<file path="config.mk">
export PLATFORM = sky130hd
export DESIGN_NAME = cam_write_arbiter_flat
export DESIGN_NICKNAME = d
export VERILOG_FILES = /design/src/rtl/cam_write_arbiter_if.sv /design/src/rtl/cam_write_arbiter.sv /design/src/flat_wrapper.sv
export SDC_FILE = /design/constraint.sdc
export NUM_CORES = 1
export LEC_CHECK = 0
export BUFFER_PORTS_ARGS = -buffer_cell sky130_fd_sc_hd__buf_2
export CAP_MARGIN = 20
export CORE_ASPECT_RATIO = 1.1
export CORE_UTILIZATION = 35
export DETAILED_ROUTE_END_ITERATION = 8
export PLACE_DENSITY = 0.47
export SLEW_MARGIN = 10
export SYNTH_ARGS = -nofsm -noshare
export SYNTH_HDL_FRONTEND = slang
export SYNTH_SLANG_ARGS = --single-unit
</file>
<file path="constraint.sdc">
create_clock -name clk -period 5.15 [get_ports clk]
set_input_delay 0 -clock clk [delete_from_list [all_inputs] [get_ports clk]]
set_output_delay 0 -clock clk [all_outputs]
set_load 0.02 [all_outputs]
</file>
<file path="src/rtl/cam_write_arbiter_if.sv">
// rtl/cam_write_arbiter_if.sv - camera pixel inputs and frame-buffer write port bundle
// Optional: CAM_ARB_DROP_CNT_EN adds the per-camera drop counter outputs.
interface cam_write_arbiter_if #(
    parameter int CAM_DATA_WIDTH = 12,
    parameter int CAM_LINE       = 9,
    parameter int CAM_PIXEL      = 10
);
    logic [1:0]                i_mode;
    logic                      i_we_cam0;
    logic [CAM_DATA_WIDTH-1:0] i_data_cam0;
    logic [CAM_LINE-1:0]       i_line_cam0;
    logic [CAM_PIXEL-1:0]      i_pixel_cam0;
    logic                      i_we_cam1;
    logic [CAM_DATA_WIDTH-1:0] i_data_cam1;
    logic [CAM_LINE-1:0]       i_line_cam1;
    logic [CAM_PIXEL-1:0]      i_pixel_cam1;
    logic                      o_we;
    logic [16:0]               o_addr_wr;
    logic [CAM_DATA_WIDTH-1:0] o_data_wr;
    logic [1:0]                o_overflow;
`ifdef CAM_ARB_DROP_CNT_EN
    logic [15:0]               o_drop_cnt0;
    logic [15:0]               o_drop_cnt1;

    modport master (
        output i_mode, i_we_cam0, i_data_cam0, i_line_cam0, i_pixel_cam0,
        output i_we_cam1, i_data_cam1, i_line_cam1, i_pixel_cam1,
        input  o_we, o_addr_wr, o_data_wr, o_overflow, o_drop_cnt0, o_drop_cnt1
    );
    modport slave (
        input  i_mode, i_we_cam0, i_data_cam0, i_line_cam0, i_pixel_cam0,
        input  i_we_cam1, i_data_cam1, i_line_cam1, i_pixel_cam1,
        output o_we, o_addr_wr, o_data_wr, o_overflow, o_drop_cnt0, o_drop_cnt1
    );
`else
    modport master (
        output i_mode, i_we_cam0, i_data_cam0, i_line_cam0, i_pixel_cam0,
        output i_we_cam1, i_data_cam1, i_line_cam1, i_pixel_cam1,
        input  o_we, o_addr_wr, o_data_wr, o_overflow
    );
    modport slave (
        input  i_mode, i_we_cam0, i_data_cam0, i_line_cam0, i_pixel_cam0,
        input  i_we_cam1, i_data_cam1, i_line_cam1, i_pixel_cam1,
        output o_we, o_addr_wr, o_data_wr, o_overflow
    );
`endif
endinterface

</file>
<file path="src/rtl/cam_write_arbiter.sv">
// rtl/cam_write_arbiter.sv - two-camera round-robin arbiter onto one frame-buffer write port
// Optional: CAM_ARB_DROP_CNT_EN adds saturating per-camera overflow drop counters.
module cam_write_arbiter #(
    parameter int CAM_DATA_WIDTH = 12,
    parameter int CAM_LINE       = 9,
    parameter int CAM_PIXEL      = 10,
    parameter int FB_WIDTH       = 320,
    parameter int FB_DEPTH       = 240,
    parameter int FIFO_DEPTH     = 4
) (
    input  logic                clk,
    input  logic                rst,
    cam_write_arbiter_if.slave  bus
);
    localparam int ENTRY_W = 17 + CAM_DATA_WIDTH;
    localparam int PTR_W   = $clog2(FIFO_DEPTH);
    localparam int HALF    = FB_WIDTH / 2;

    logic                      w_we    [2];
    logic [CAM_DATA_WIDTH-1:0] w_data  [2];
    logic [CAM_LINE-1:0]       w_line  [2];
    logic [CAM_PIXEL-1:0]      w_pixel [2];
    logic [1:0]                w_mode;
    logic [16:0]               w_col   [2];
    logic [16:0]               w_addr  [2];
    logic                      w_keep  [2];
    logic                      w_empty [2];
    logic                      w_full  [2];
    logic                      w_pop   [2];
    logic                      w_push  [2];
    logic                      w_ovf   [2];

    logic [1:0]                r_mode;
    logic                      r_last;
    logic [ENTRY_W-1:0]        r_mem   [2][FIFO_DEPTH];
    logic [PTR_W-1:0]          r_wptr  [2];
    logic [PTR_W-1:0]          r_rptr  [2];
    logic [PTR_W:0]            r_cnt   [2];
    logic                      r_we;
    logic [16:0]               r_addr;
    logic [CAM_DATA_WIDTH-1:0] r_data;
    logic [1:0]                r_ovf;

    assign w_we[0]    = bus.i_we_cam0;
    assign w_data[0]  = bus.i_data_cam0;
    assign w_line[0]  = bus.i_line_cam0;
    assign w_pixel[0] = bus.i_pixel_cam0;
    assign w_we[1]    = bus.i_we_cam1;
    assign w_data[1]  = bus.i_data_cam1;
    assign w_line[1]  = bus.i_line_cam1;
    assign w_pixel[1] = bus.i_pixel_cam1;

    // A frame-start pixel on cam0 switches mode for itself and everything after it.
    assign w_mode = (w_we[0] && w_line[0] == '0 && w_pixel[0] == '0) ? bus.i_mode : r_mode;

    always_comb begin
        for (int n = 0; n < 2; n++) begin
            w_col[n]  = '0;
            w_keep[n] = 1'b0;
            w_addr[n] = '0;
            if (w_mode[1]) begin
                w_keep[n] = !w_pixel[n][0] && (17'(w_pixel[n] >> 1) < 17'(HALF));
                w_col[n]  = 17'(w_pixel[n] >> 1) + ((n == 1) ? 17'(HALF) : 17'd0);
            end else begin
                w_keep[n] = (w_mode[0] == n[0]) && (17'(w_pixel[n]) < 17'(FB_WIDTH));
                w_col[n]  = 17'(w_pixel[n]);
            end
            w_keep[n] = w_keep[n] && (17'(w_line[n]) < 17'(FB_DEPTH));
            w_addr[n] = 17'(w_line[n]) * 17'(FB_WIDTH) + w_col[n];
        end
    end

    assign w_empty[0] = (r_cnt[0] == '0);
    assign w_empty[1] = (r_cnt[1] == '0);
    assign w_full[0]  = (r_cnt[0] == (PTR_W+1)'(FIFO_DEPTH));
    assign w_full[1]  = (r_cnt[1] == (PTR_W+1)'(FIFO_DEPTH));

    // r_last: 0 = cam0 granted last, 1 = cam1 granted last.
    assign w_pop[0] = !w_empty[0] && (w_empty[1] || r_last);
    assign w_pop[1] = !w_empty[1] && (w_empty[0] || !r_last);

    assign w_push[0] = w_we[0] && w_keep[0] && (!w_full[0] || w_pop[0]);
    assign w_push[1] = w_we[1] && w_keep[1] && (!w_full[1] || w_pop[1]);
    assign w_ovf[0]  = w_we[0] && w_keep[0] && w_full[0] && !w_pop[0];
    assign w_ovf[1]  = w_we[1] && w_keep[1] && w_full[1] && !w_pop[1];

    always_ff @(posedge clk) begin
        for (int n = 0; n < 2; n++) begin
            if (w_push[n]) r_mem[n][r_wptr[n]] <= {w_addr[n], w_data[n]};
        end
    end

    always_ff @(posedge clk) begin
        if (rst) begin
            r_mode <= 2'b00;
            r_last <= 1'b1;
            r_we   <= 1'b0;
            r_addr <= '0;
            r_data <= '0;
            r_ovf  <= 2'b00;
            for (int n = 0; n < 2; n++) begin
                r_wptr[n] <= '0;
                r_rptr[n] <= '0;
                r_cnt[n]  <= '0;
            end
        end else begin
            r_mode <= w_mode;
            for (int n = 0; n < 2; n++) begin
                if (w_push[n]) r_wptr[n] <= r_wptr[n] + 1'b1;
                if (w_pop[n])  r_rptr[n] <= r_rptr[n] + 1'b1;
                r_cnt[n] <= r_cnt[n] + (PTR_W+1)'(w_push[n]) - (PTR_W+1)'(w_pop[n]);
                if (w_ovf[n]) r_ovf[n] <= 1'b1;
            end
            r_we <= w_pop[0] | w_pop[1];
            if (w_pop[0]) begin
                {r_addr, r_data} <= r_mem[0][r_rptr[0]];
                r_last           <= 1'b0;
            end else if (w_pop[1]) begin
                {r_addr, r_data} <= r_mem[1][r_rptr[1]];
                r_last           <= 1'b1;
            end
        end
    end

    assign bus.o_we       = r_we;
    assign bus.o_addr_wr  = r_addr;
    assign bus.o_data_wr  = r_data;
    assign bus.o_overflow = r_ovf;

`ifdef CAM_ARB_DROP_CNT_EN
    logic [15:0] r_drop_cnt [2];

    always_ff @(posedge clk) begin
        if (rst) begin
            r_drop_cnt[0] <= '0;
            r_drop_cnt[1] <= '0;
        end else begin
            for (int n = 0; n < 2; n++) begin
                if (w_ovf[n] && r_drop_cnt[n] != 16'hFFFF) r_drop_cnt[n] <= r_drop_cnt[n] + 16'd1;
            end
        end
    end

    assign bus.o_drop_cnt0 = r_drop_cnt[0];
    assign bus.o_drop_cnt1 = r_drop_cnt[1];
`endif
endmodule

</file>
<file path="src/flat_wrapper.sv">
// flat-port wrapper written by rule: the top's interface ports become plain ports
module cam_write_arbiter_flat 
#(
    parameter int CAM_DATA_WIDTH = 12,
    parameter int CAM_LINE       = 9,
    parameter int CAM_PIXEL      = 10,
    parameter int FB_WIDTH       = 320,
    parameter int FB_DEPTH       = 240,
    parameter int FIFO_DEPTH     = 4
)
  (clk, rst, bus_i_mode, bus_i_we_cam0, bus_i_data_cam0, bus_i_line_cam0, bus_i_pixel_cam0, bus_i_we_cam1, bus_i_data_cam1, bus_i_line_cam1, bus_i_pixel_cam1, bus_o_we, bus_o_addr_wr, bus_o_data_wr, bus_o_overflow);
  cam_write_arbiter_if #(.CAM_DATA_WIDTH(CAM_DATA_WIDTH), .CAM_LINE(CAM_LINE), .CAM_PIXEL(CAM_PIXEL)) bus_i ();
  input  logic clk;
  input  logic rst;
  input wire logic [$bits(bus_i.i_mode)-1:0] bus_i_mode;
  input wire logic [$bits(bus_i.i_we_cam0)-1:0] bus_i_we_cam0;
  input wire logic [$bits(bus_i.i_data_cam0)-1:0] bus_i_data_cam0;
  input wire logic [$bits(bus_i.i_line_cam0)-1:0] bus_i_line_cam0;
  input wire logic [$bits(bus_i.i_pixel_cam0)-1:0] bus_i_pixel_cam0;
  input wire logic [$bits(bus_i.i_we_cam1)-1:0] bus_i_we_cam1;
  input wire logic [$bits(bus_i.i_data_cam1)-1:0] bus_i_data_cam1;
  input wire logic [$bits(bus_i.i_line_cam1)-1:0] bus_i_line_cam1;
  input wire logic [$bits(bus_i.i_pixel_cam1)-1:0] bus_i_pixel_cam1;
  output wire logic [$bits(bus_i.o_we)-1:0] bus_o_we;
  output wire logic [$bits(bus_i.o_addr_wr)-1:0] bus_o_addr_wr;
  output wire logic [$bits(bus_i.o_data_wr)-1:0] bus_o_data_wr;
  output wire logic [$bits(bus_i.o_overflow)-1:0] bus_o_overflow;
  assign bus_i.i_mode = bus_i_mode;
  assign bus_i.i_we_cam0 = bus_i_we_cam0;
  assign bus_i.i_data_cam0 = bus_i_data_cam0;
  assign bus_i.i_line_cam0 = bus_i_line_cam0;
  assign bus_i.i_pixel_cam0 = bus_i_pixel_cam0;
  assign bus_i.i_we_cam1 = bus_i_we_cam1;
  assign bus_i.i_data_cam1 = bus_i_data_cam1;
  assign bus_i.i_line_cam1 = bus_i_line_cam1;
  assign bus_i.i_pixel_cam1 = bus_i_pixel_cam1;
  assign bus_o_we = bus_i.o_we;
  assign bus_o_addr_wr = bus_i.o_addr_wr;
  assign bus_o_data_wr = bus_i.o_data_wr;
  assign bus_o_overflow = bus_i.o_overflow;
  cam_write_arbiter #(.CAM_DATA_WIDTH(CAM_DATA_WIDTH), .CAM_LINE(CAM_LINE), .CAM_PIXEL(CAM_PIXEL), .FB_WIDTH(FB_WIDTH), .FB_DEPTH(FB_DEPTH), .FIFO_DEPTH(FIFO_DEPTH)) u_core (.clk(clk), .rst(rst), .bus(bus_i));
endmodule
</file>
==> results of run 1 <==
[what timing repair did]
item	4_1_cts	5_1_grt
hold endpoints to repair	170	0
buffers inserted	0	0
hold buffers	50	0
[per-layer routing]
layer | GRT usage [%] | wire [um]
met3 | 2.41 | 1120
met2 | 25.1 | 12700
met5 | 0 | 0
met1 | 21.4 | 13100
met4 | 3.01 | 414
[final timing paths]
check                                  startpoint                                    to  cells past startpoint
min reg2reg  u_core.bus.o_addr_wr[5]$_SDFFE_PP0P_  u_core.bus.o_addr_wr[5]$_SDFFE_PP0P_                      2
max                           bus_i_pixel_cam0[0]        u_core.r_mem[0][202]$_DFFE_PP_                     16
max reg2reg           u_core.r_mode[1]$_SDFF_PP0_        u_core.r_mem[0][202]$_DFFE_PP_                     11
min                                 bus_i_mode[1]           u_core.r_mode[1]$_SDFF_PP0_                      4
[through the flow]
step / worst slack, ps / util, % / power [mW]
after floorplan: 1750 / - / 4.22
after global placement: 1240 / 38.8 / 4.84
after detailed placement: 1210 / 38.8 / 4.85
after CTS: 1240 / 43.2 / 7.04
after global routing: 920 / 43.2 / 7.29
final: 1250 / 43.2 / 6.93
[final cells by class]
class | instances | area (um2) | area share, %
Timing Repair Buffer | 165 | 1120 | 7.52
Multi-Input combinational cell | 450 | 4090 | 27.5
Inverter | 30 | 113 | 0.756
Clock inverter | 21 | 198 | 1.33
Clock buffer | 37 | 798 | 5.36
Sequential cell | 281 | 8030 | 53.9
Antenna cell | 1 | 2.50 | 0.0168
Tap cell | 438 | 548 | 3.68
[sequential cells by signal (all words and copies together) (netlist names), 2 cells and up]
register and flops:
u_core.r_wptr 4, u_core.r_rptr 4, u_core.r_mem 232, u_core.bus.o_overflow 2
u_core.r_mode 2, u_core.bus.o_addr_wr 17, u_core.bus.o_data_wr 12, u_core.r_cnt 6
[cells by family after synthesis]
family | after synthesis
multiplexers | 66
buffers and inverters | 60
AO/OA/AOI/OAI | 112
XOR/XNOR | 30
AND/OR/NAND/NOR | 186
flip-flops | 281
adder cells (fa/ha/maj) | 56
[tightest hold or removal path: cells and delay by family]
kind,cells,cell delay [ps]
buffers and inverters,2,320
muxes,1,110
and+or+nand+nor,1,90
[layout by cell type, fill, tap and decap left out, drive strengths merged, types with 14 or more instances in the layout]
cell type,synthesis,final
a21oi,16,16
a22o,15,15
a22oi,14,14
buf,8,115
clkbuf,22,37
clkinv,0,15
dfxtp,41,41
dlygate4sd3,0,50
edfxtp,240,240
ha,50,50
inv,30,31
mux4,58,58
nand2,81,81
nor2,47,47
o21ai,27,27
xnor2,19,19
[report_power, final]
| part | leakage, nW | internal, mW | switching (mW) |
|---|---|---|---|
| sequential | 2.51 | 2.68 | 0.154 |
| clock | 0.482 | 1.26 | 0.890 |
| combinational | 2.47 | 0.855 | 1.10 |
==> results.ini, run 1 <==
[clocking]
htreeDepth=1
cts_resized=0
clockBufferDepth=3
root_buffer=clkbuf_16
cts_sinks=281
clock_latency_ps=560
cts_inserted_buffers=31
path_clk_slew_ps=60
cts_tree=built

[cells_and_area]
layout-drive-gt1-share_pct=23.4
nets=1083
fillers=3169
fin_area_mm2=0.0149
syn_to_final_growth_pct=20.5
stdcell_count=1423

[logic_synthesis]
yosysSeqAreaShare_pct=64.9
synth_top_area_share_pct=58.3
synthMostInstantiatedCell=edfxtp_1
synthXorXnorAreaFrac_pct=2.25
synth_adder_area_share_pct=6.03
synthTopCellsByCount=edfxtp_1 (240), nand2_1 (81), mux4_2 (58)
syn-mean-instance-area_um2=15.6
synth_mux_area_share_pct=11.3
async_flop_share_pct=0
ys_top_cells_by_area=edfxtp_1 (58%), mux4_2 (11%), dfxtp_1 (6.6%)
syn_nets=915
synthCells=791
synth_edf_count=240
syn_area_mm2=0.0124
ys_warn_count=0
synth_flop_cell=edfxtp_1
synth_top_family_by_area=multiplexers
synth-compound-area-share_pct=6.40
synth_simple_gate_area_share_pct=7.04
synth_seq_cells=281
yosysTopAreaCell=edfxtp_1
ys_types=58

[pwr]
vdd_drop_max_mv=0.388
p_leak_nw=5.47
powerDensity_mw_per_mm2=465

[sta]
min_period_ps=3900
worst_pin_slew_ps=1020
timing.slew.headroom_pct=31.8
drv_slew=0
final_hold_viol_count=0
setup_viol=0
holdWs_ps=8.49
period_share_pct=75.7
fmax_mhz=257
rsz0062_at_grt=false
tns_ps=0
finClkSkew_ps=17.4

[detailed_routing]
vias=7009
via_per_inst=4.93
first_pass_iters=5
ant_nets=0
wl_um=27300
drt_iter0_drc=356
drcViolationCount=0
wl_per_cell_um=19.2

[setup_path]
critPathTopFamily=simple AND/OR/NAND/NOR gates
cp_slowest_cell=dlygate4sd3_1
path_class=input pin to flop
r2r_slack_ps=2040
end_kind=flop
path_cells=dlygate4sd3_1 > buf_2 > nor4_1 > nand4_1 > nor4_4 > mux2_4 > o21ai_0 > ha_1 > inv_1 > fa_1 > inv_1 > a21oi_1 > o21bai_1 > nand4_1 > nor4bb_1 > xor3_1
start_kind=input pin
cp.arrival_ps=4180
critPathBufInv=4
worstPathMaxFanout=20
critPathMaxStageDelay_ps=530
cp.required_ps=5440

[die]
fp.coreArea_mm2=0.0345
num_rows=71
ios=100
dieArea_mm2=0.0361
die_w_um=181
initial_core_util_pct=35.9
die_h_um=199

[hold_path]
min_path_type=input pin to flop

[global_routing]
grt_pass1_wl_um=41300
grt_use_total_pct=15.2
overflow=0
antenna_found_initial=0
grt_max_degree=31
grt_pass1_vias=7009

[flow_run]
drv_cap=0

[placed_design]
gp_congestion=0.740
placed_area_mm2=0.0134
place_hpwl_um=18300
io_buffers=99
dp.cells=1313

[run_status]
outcome=finished clean

No activity file was read; power rests on OpenSTA's default activity.
==> run 2: changes to the inputs <==
--- a/config.mk
+++ b/config.mk
@@ -10,7 +10,7 @@
 export CORE_ASPECT_RATIO = 1.1
 export CORE_UTILIZATION = 35
 export DETAILED_ROUTE_END_ITERATION = 8
-export PLACE_DENSITY = 0.47
+export PLACE_DENSITY = 0.49
 export SLEW_MARGIN = 10
 export SYNTH_ARGS = -nofsm -noshare
 export SYNTH_HDL_FRONTEND = slang
==> constraint.sdc (replaced) <==
create_clock -name clk -period 3.5 [get_ports clk]
set_input_delay 0 -clock clk [delete_from_list [all_inputs] [get_ports clk]]
set_output_delay 0 -clock clk [all_outputs]
set_load 0.02 [all_outputs]
==> results.ini, run 2 (synthesis results as in run 1) <==
[pwr]
clock_power_share_pct=31.3  ; +0.3 points
vdd_drop_max_mv=0.450  ; +16%
powerDensity_mw_per_mm2=678  ; +46%
sw_frac_of_total_pct=30.1  ; -0.77 points
comb_power_share_pct=29.0  ; +0.9 points
internal_power_mw=7.27  ; +52%
p_leak_nw=5.71  ; +4.5%
p_total_mw=10.4  ; +50%
p_switching_mw=3.13  ; +46%
pwr-share-seq_pct=39.7  ; -1.2 points

[setup_path]
crit_cells=14  ; -2
cp.required_ps=3770  ; -1670 ps
cp_slowest_cell=or4_4
critPathBufInv=3  ; -1
end_kind=flop
cp_common_cell=inv_1
critPathTopFamily=simple AND/OR/NAND/NOR gates
endpoint=u_core.r_mem[0][202]$_DFFE_PP_
r2r-end=u_core.r_mem[0][202]$_DFFE_PP_
reg2regPathDepth=13  ; +2
start_kind=input pin
r2r_slack_ps=520  ; -1520 ps
crit_start=bus_i_pixel_cam0[5]
worstPathMaxFanout=4  ; -80%
critPathMaxStageDelay_ps=530  ; about the same
path_class=input pin to flop
cp.arrival_ps=3510  ; -670 ps
reg2reg_from=u_core.r_mode[1]$_SDFF_PP0_
path_cells=dlymetal6s4s_1 > or4_4 > nor4_4 > mux2_4 > o21ai_2 > ha_2 > inv_1 > fa_2 > inv_1 > a21oi_1 > o21bai_1 > nand4_1 > nor4bb_2 > xor3_2

[cells_and_area]
syn_to_final_growth_pct=24.1
diodes=0  ; -1
stdcell_count=1454  ; +2.2%
layout_common_cells=edfxtp_1 (240), buf_2 (96), nand2_1 (81)
nets=1116  ; +3.0%
fillers=3117  ; -1.6%
layout-drive-gt1-share_pct=27.0  ; +3.6 points
fin_area_mm2=0.0153  ; +3.0%
largest_reg_flops=232  ; unchanged
final_common_cell=edfxtp_1

[run_status]
outcome=finished clean

[global_routing]
globalRouteMet2Util_pct=25.8  ; +0.67 points
busiest_layer=met2
grt_pass1_vias=7093  ; +1.2%
grtUsageMet1_pct=21.6  ; +0.23 points
grt_use_met3_pct=1.93  ; -0.47 points
grt_use_total_pct=15.5  ; +0.22 points
antenna_found_initial=0  ; unchanged
grt_max_degree=31  ; unchanged
overflow=0  ; unchanged
grt_pass1_wl_um=42200  ; +2.1%

[sta]
min_period_ps=3240
drv_slew=0  ; unchanged
holdWs_ps=24.6  ; +16.1 ps
rsz0062_at_grt=false
period_share_pct=92.6
fmax_mhz=309
fin_ws_ps=260  ; -994 ps
worst_pin_slew_ps=960  ; -59.2 ps
final_hold_viol_count=0  ; unchanged
timing.slew.headroom_pct=35.8  ; +4.0 points
finClkSkew_ps=11.4  ; -5.93 ps
setup_viol=0  ; unchanged

[placed_design]
gp_congestion=0.765  ; +3.4%
dp.cells=1347  ; +2.6%
io_buffers=99  ; unchanged
place_hpwl_um=18800  ; +2.7%
pre_cts_slack_ps=-142  ; -1350 ps
placed_area_mm2=0.0138  ; +2.7%

[die]
fp.coreArea_mm2=0.0345  ; unchanged
num_rows=71  ; unchanged
die_w_um=181  ; unchanged
dieArea_mm2=0.0361  ; unchanged
ios=100  ; unchanged
initial_core_util_pct=35.9  ; unchanged
die_h_um=199  ; unchanged

[hold_path]
min_path_type=input pin to flop

[detailed_routing]
ant_nets=0  ; unchanged
wl_per_cell_um=18.9  ; -1.5%
wl_um=27500  ; +0.69%
first_pass_iters=6  ; +1
drt_iter0_drc=411  ; +15%
vias=7150  ; +2.0%
via_per_inst=4.92  ; -0.16%
drcViolationCount=0  ; unchanged

[clocking]
root_buffer=clkbuf_16
htreeDepth=1  ; unchanged
cts_tree=built
cts_sinks=281  ; unchanged
path_clk_slew_ps=60  ; about the same
clock_latency_ps=540  ; -20 ps
clockBufferDepth=3  ; unchanged
cts_inserted_buffers=31  ; unchanged

[flow_run]
drv_cap=0  ; unchanged

[run 2: cell count changes in the layout (fill, tap and decap cells not counted), moves of 2 or more]
cell            previous run  this run
buf_4                     15        42
clkinv_2                   5         3
buf_12                     0         9
dlygate4sd3_1             50        46
clkbuf_8                   0         7
clkinv_1                   8         4
clkinv_4                   2         0
buf_2                     99        96
dlymetal6s4s_1             0         3
[run 2: what timing repair did]
| action | CTS | global route |
|---|---|---|
| buffers inserted | 0 | 3 |
| gates resized for setup | 0 | 11 |
| endpoints found under the hold margin | 166 | 4 |
| hold buffers | 48 | 1 |
| setup endpoints to repair | 0 | 16 |
[run 2: area by class of cell]
class                      count  area [um2]  share of cell area [%]
sequential                   281        8030                    52.3
multi-input combinational    450        4120                    26.8
timing repair buffer         198        1500                    9.78
clock buffer                  43         891                    5.80
tap                          438         548                    3.57
clock inverter                14         151                   0.986
inverter                      30         113                   0.734
[run 2: layer usage]
| layer | vias to the layer above | part of all wire, % |
|---|---|---|
| li1 | 3448 | - |
| met1 | 3534 | 47 |
| met2 | 130 | 48 |
| met3 | 38 | 3.0 |
| met4 | 0 | 1.7 |
| met5 | - | 0 |
[run 2: power groups by stage]
stage,combinational [mW],sequential [mW],clock (mW)
2_1_floorplan,1.92,4.28,0
3_3_place_gp,2.99,4.20,0
3_5_place_dp,3.03,4.20,0
4_1_cts,3.08,4.13,3.34
5_1_grt,3.32,4.16,3.47
6_report,3.02,4.13,3.25
[run 2: worst register-to-register path, cell delays in order (launching register included)]
cell and delay [ps]:
dfxtp_1 420, mux2_4 220, buf_6 110, nand2_1 60
o21ai_2 50, ha_2 190, inv_1 50, fa_2 330
inv_1 60, a21oi_1 60, o21bai_1 190, nand4_1 150
nor4bb_2 310, xor3_2 520
[run 2: metrics by stage]
step / utilization (%) / TNS [ps]
3_5_place_dp: 39.9 / -698
5_1_grt: 44.5 / 0
2_1_floorplan: - / 0
3_3_place_gp: 39.9 / -384
4_1_cts: 44.3 / 0
6_report: 44.5 / 0
[run 2: worst min path at each step]
stage / start / to / slack (ps) / cells after the start
after global routing: bus_i_pixel_cam0[7] / u_core.r_mem[0][76]$_DFFE_PP_ / 70 / 3
after CTS: bus_i_pixel_cam1[9] / u_core.bus.o_overflow[1]$_SDFFE_PP0P_ / 8 / 5
after detailed placement: bus_i_data_cam1[10] / u_core.r_mem[0][155]$_DFFE_PP_ / 220 / 1
final: bus_i_pixel_cam1[9] / u_core.bus.o_overflow[1]$_SDFFE_PP0P_ / 20 / 5
after floorplan: bus_i_data_cam0[0] / u_core.r_mem[0][0]$_DFFE_PP_ / 100 / 0
after global placement: bus_i_data_cam0[9] / u_core.r_mem[0][9]$_DFFE_PP_ / 220 / 1
==> run 3: changes to the inputs <==
--- a/config.mk
+++ b/config.mk
@@ -9,6 +9,7 @@
 export CAP_MARGIN = 20
 export CORE_ASPECT_RATIO = 1.1
 export CORE_UTILIZATION = 35
+export CTS_BUF_LIST = sky130_fd_sc_hd__clkbuf_16
 export DETAILED_ROUTE_END_ITERATION = 8
 export PLACE_DENSITY = 0.49
 export SLEW_MARGIN = 10
==> results.ini, run 3 (synthesis results as in run 1) <==
[clocking]
root_buffer=clkbuf_16
clockBufferDepth=3  ; unchanged
cts_tree=built
cts_inserted_buffers=31  ; unchanged
path_clk_slew_ps=60  ; about the same
clock_latency_ps=550  ; about the same
htreeDepth=1  ; unchanged
cts_sinks=281  ; unchanged

[detailed_routing]
wl_per_cell_um=18.9  ; about the same
ant_nets=0  ; unchanged
wl_um=27500  ; about the same
via_per_inst=4.93  ; +0.34%
drcViolationCount=0  ; unchanged
vias=7174  ; +0.34%
first_pass_iters=4  ; -2
drt_iter0_drc=429  ; +4.4%

[pwr]
p_leak_nw=5.69  ; -0.33%
p_switching_mw=3.13  ; about the same
internal_power_mw=7.10  ; -2.3%
comb_power_share_pct=29.5  ; +0.5 points
clock_power_share_pct=30.2  ; -1.1 points
vdd_drop_max_mv=0.454  ; +0.78%
p_total_mw=10.2  ; -1.6%
powerDensity_mw_per_mm2=670  ; -1.2%
pwr-share-seq_pct=40.4  ; +0.7 points
sw_frac_of_total_pct=30.6  ; +0.48 points

[sta]
timing.slew.headroom_pct=35.3  ; -0.51 points
rsz0062_at_grt=false
fmax_mhz=309  ; about the same
fin_ws_ps=262  ; +2.13 ps
setup_viol=0  ; unchanged
tns_ps=0  ; unchanged
holdWs_ps=28.2  ; +3.61 ps
min_period_ps=3240  ; -2.13 ps
finClkSkew_ps=16.1  ; +4.67 ps
final_hold_viol_count=0  ; unchanged
worst_pin_slew_ps=968  ; +7.56 ps
drv_slew=0  ; unchanged
period_share_pct=92.5  ; about the same

[setup_path]
reg2regPathDepth=13  ; unchanged
cp.arrival_ps=3510  ; about the same
reg2reg_from=u_core.r_mode[1]$_SDFF_PP0_
cp_slowest_cell=or4_4
crit_cells=14  ; unchanged
path_cells=dlymetal6s4s_1 > or4_4 > nor4_4 > mux2_4 > o21ai_2 > ha_2 > inv_1 > fa_2 > inv_1 > a21oi_1 > o21bai_1 > nand4_1 > nor4bb_2 > xor3_2
end_kind=flop
path_class=input pin to flop
r2r_slack_ps=530  ; about the same
worstPathMaxFanout=4  ; unchanged
crit_start=bus_i_pixel_cam0[5]
critPathTopFamily=simple AND/OR/NAND/NOR gates
critPathMaxStageDelay_ps=530  ; about the same
endpoint=u_core.r_mem[0][202]$_DFFE_PP_
critPathBufInv=3  ; unchanged
cp_common_cell=inv_1
cp.required_ps=3770  ; about the same
r2r-end=u_core.r_mem[0][202]$_DFFE_PP_
start_kind=input pin

[global_routing]
grt_max_degree=31  ; unchanged
grt_pass1_vias=7093  ; unchanged
grtUsageMet1_pct=21.7  ; +0.099 points
overflow=0  ; unchanged
grt_pass1_wl_um=42200  ; about the same
globalRouteMet2Util_pct=25.7  ; -0.085 points
grt_use_total_pct=15.5  ; about the same
busiest_layer=met2
grt_use_met3_pct=1.95  ; +0.018 points
antenna_found_initial=0  ; unchanged

[cells_and_area]
nets=1116  ; unchanged
diodes=0  ; unchanged
layout_common_cells=edfxtp_1 (240), buf_2 (96), nand2_1 (81)
fin_area_mm2=0.0153  ; -0.46%
final_common_cell=edfxtp_1
layout-drive-gt1-share_pct=26.3  ; -0.69 points
largest_reg_flops=232  ; unchanged
syn_to_final_growth_pct=23.6
fillers=3121  ; +0.13%

[run_status]
outcome=finished clean

[placed_design]
pre_cts_slack_ps=-142  ; unchanged
place_hpwl_um=18800  ; unchanged
io_buffers=99  ; unchanged
placed_area_mm2=0.0138  ; unchanged
gp_congestion=0.765  ; unchanged

[die]
die_h_um=199  ; unchanged
fp.coreArea_mm2=0.0345  ; unchanged
ios=100  ; unchanged
initial_core_util_pct=35.9  ; unchanged
dieArea_mm2=0.0361  ; unchanged
die_w_um=181  ; unchanged
num_rows=71  ; unchanged

[flow_run]
drv_cap=0  ; unchanged

[hold_path]
worstHoldStart=bus_i_pixel_cam1[9]
min_path_type=input pin to flop
whs_path_depth=5  ; unchanged

## run 3: area by class of cell
cell class	count	area (um2)	area share (%)
multi-input combinational	450	4120	26.9
timing repair buffer	198	1500	9.82
sequential	281	8030	52.5
clock inverter	26	196	1.29
clock buffer	31	776	5.08
tap	438	548	3.59
inverter	30	113	0.737
## run 3: power groups by stage
| stage | registers, mW | logic [mW] | clock network, mW |
|---|---|---|---|
| 2_1_floorplan | 4.28 | 1.92 | 0 |
| 3_3_place_gp | 4.20 | 2.99 | 0 |
| 3_5_place_dp | 4.20 | 3.03 | 0 |
| 4_1_cts | 4.13 | 3.08 | 3.16 |
| 5_1_grt | 4.16 | 3.32 | 3.30 |
| 6_report | 4.13 | 3.02 | 3.09 |
## run 3: layer usage
| layer | vias up | wire (um) |
|---|---|---|
| li1 | 3449 | - |
| met1 | 3550 | 13000 |
| met2 | 143 | 13100 |
| met3 | 32 | 975 |
| met4 | 0 | 418 |
| met5 | - | 0 |
## run 3: per-stage QoR
stage          utilization (%)  cells
3_3_place_gp              39.9   1347
5_1_grt                   44.3   1454
4_1_cts                   44.1   1452
6_report                  44.3   1454
2_1_floorplan                -    791
3_5_place_dp              39.9   1347
## run 3: worst reg2reg max path: cells and delay by family (launching register included)
kind / cells / cell delay [ps]
muxes: 1 / 220
and+or+nand+nor: 3 / 520
adders and majority gates: 2 / 520
AOI/OAI and AO/OA: 3 / 300
buffers and inverters: 3 / 220
DFF: 1 / 420
xor gates and xnor gates: 1 / 520
## run 3: how the worst min path moves through the flow
stage	to	slack [ps]
after floorplan	u_core.r_mem[0][0]$_DFFE_PP_	100
after global placement	u_core.r_mem[0][9]$_DFFE_PP_	220
after detailed placement	u_core.r_mem[0][155]$_DFFE_PP_	220
after CTS	u_core.bus.o_overflow[1]$_SDFFE_PP0P_	8
after global routing	u_core.r_mem[0][76]$_DFFE_PP_	70
final	u_core.bus.o_overflow[1]$_SDFFE_PP0P_	30
## run 3: repair_timing
item | CTS | global route
setup endpoints to repair | 0 | 12
hold buffers | 48 | 1
hold endpoints to repair | 166 | 4
resized for setup | 0 | 11
buffers inserted | 0 | 3
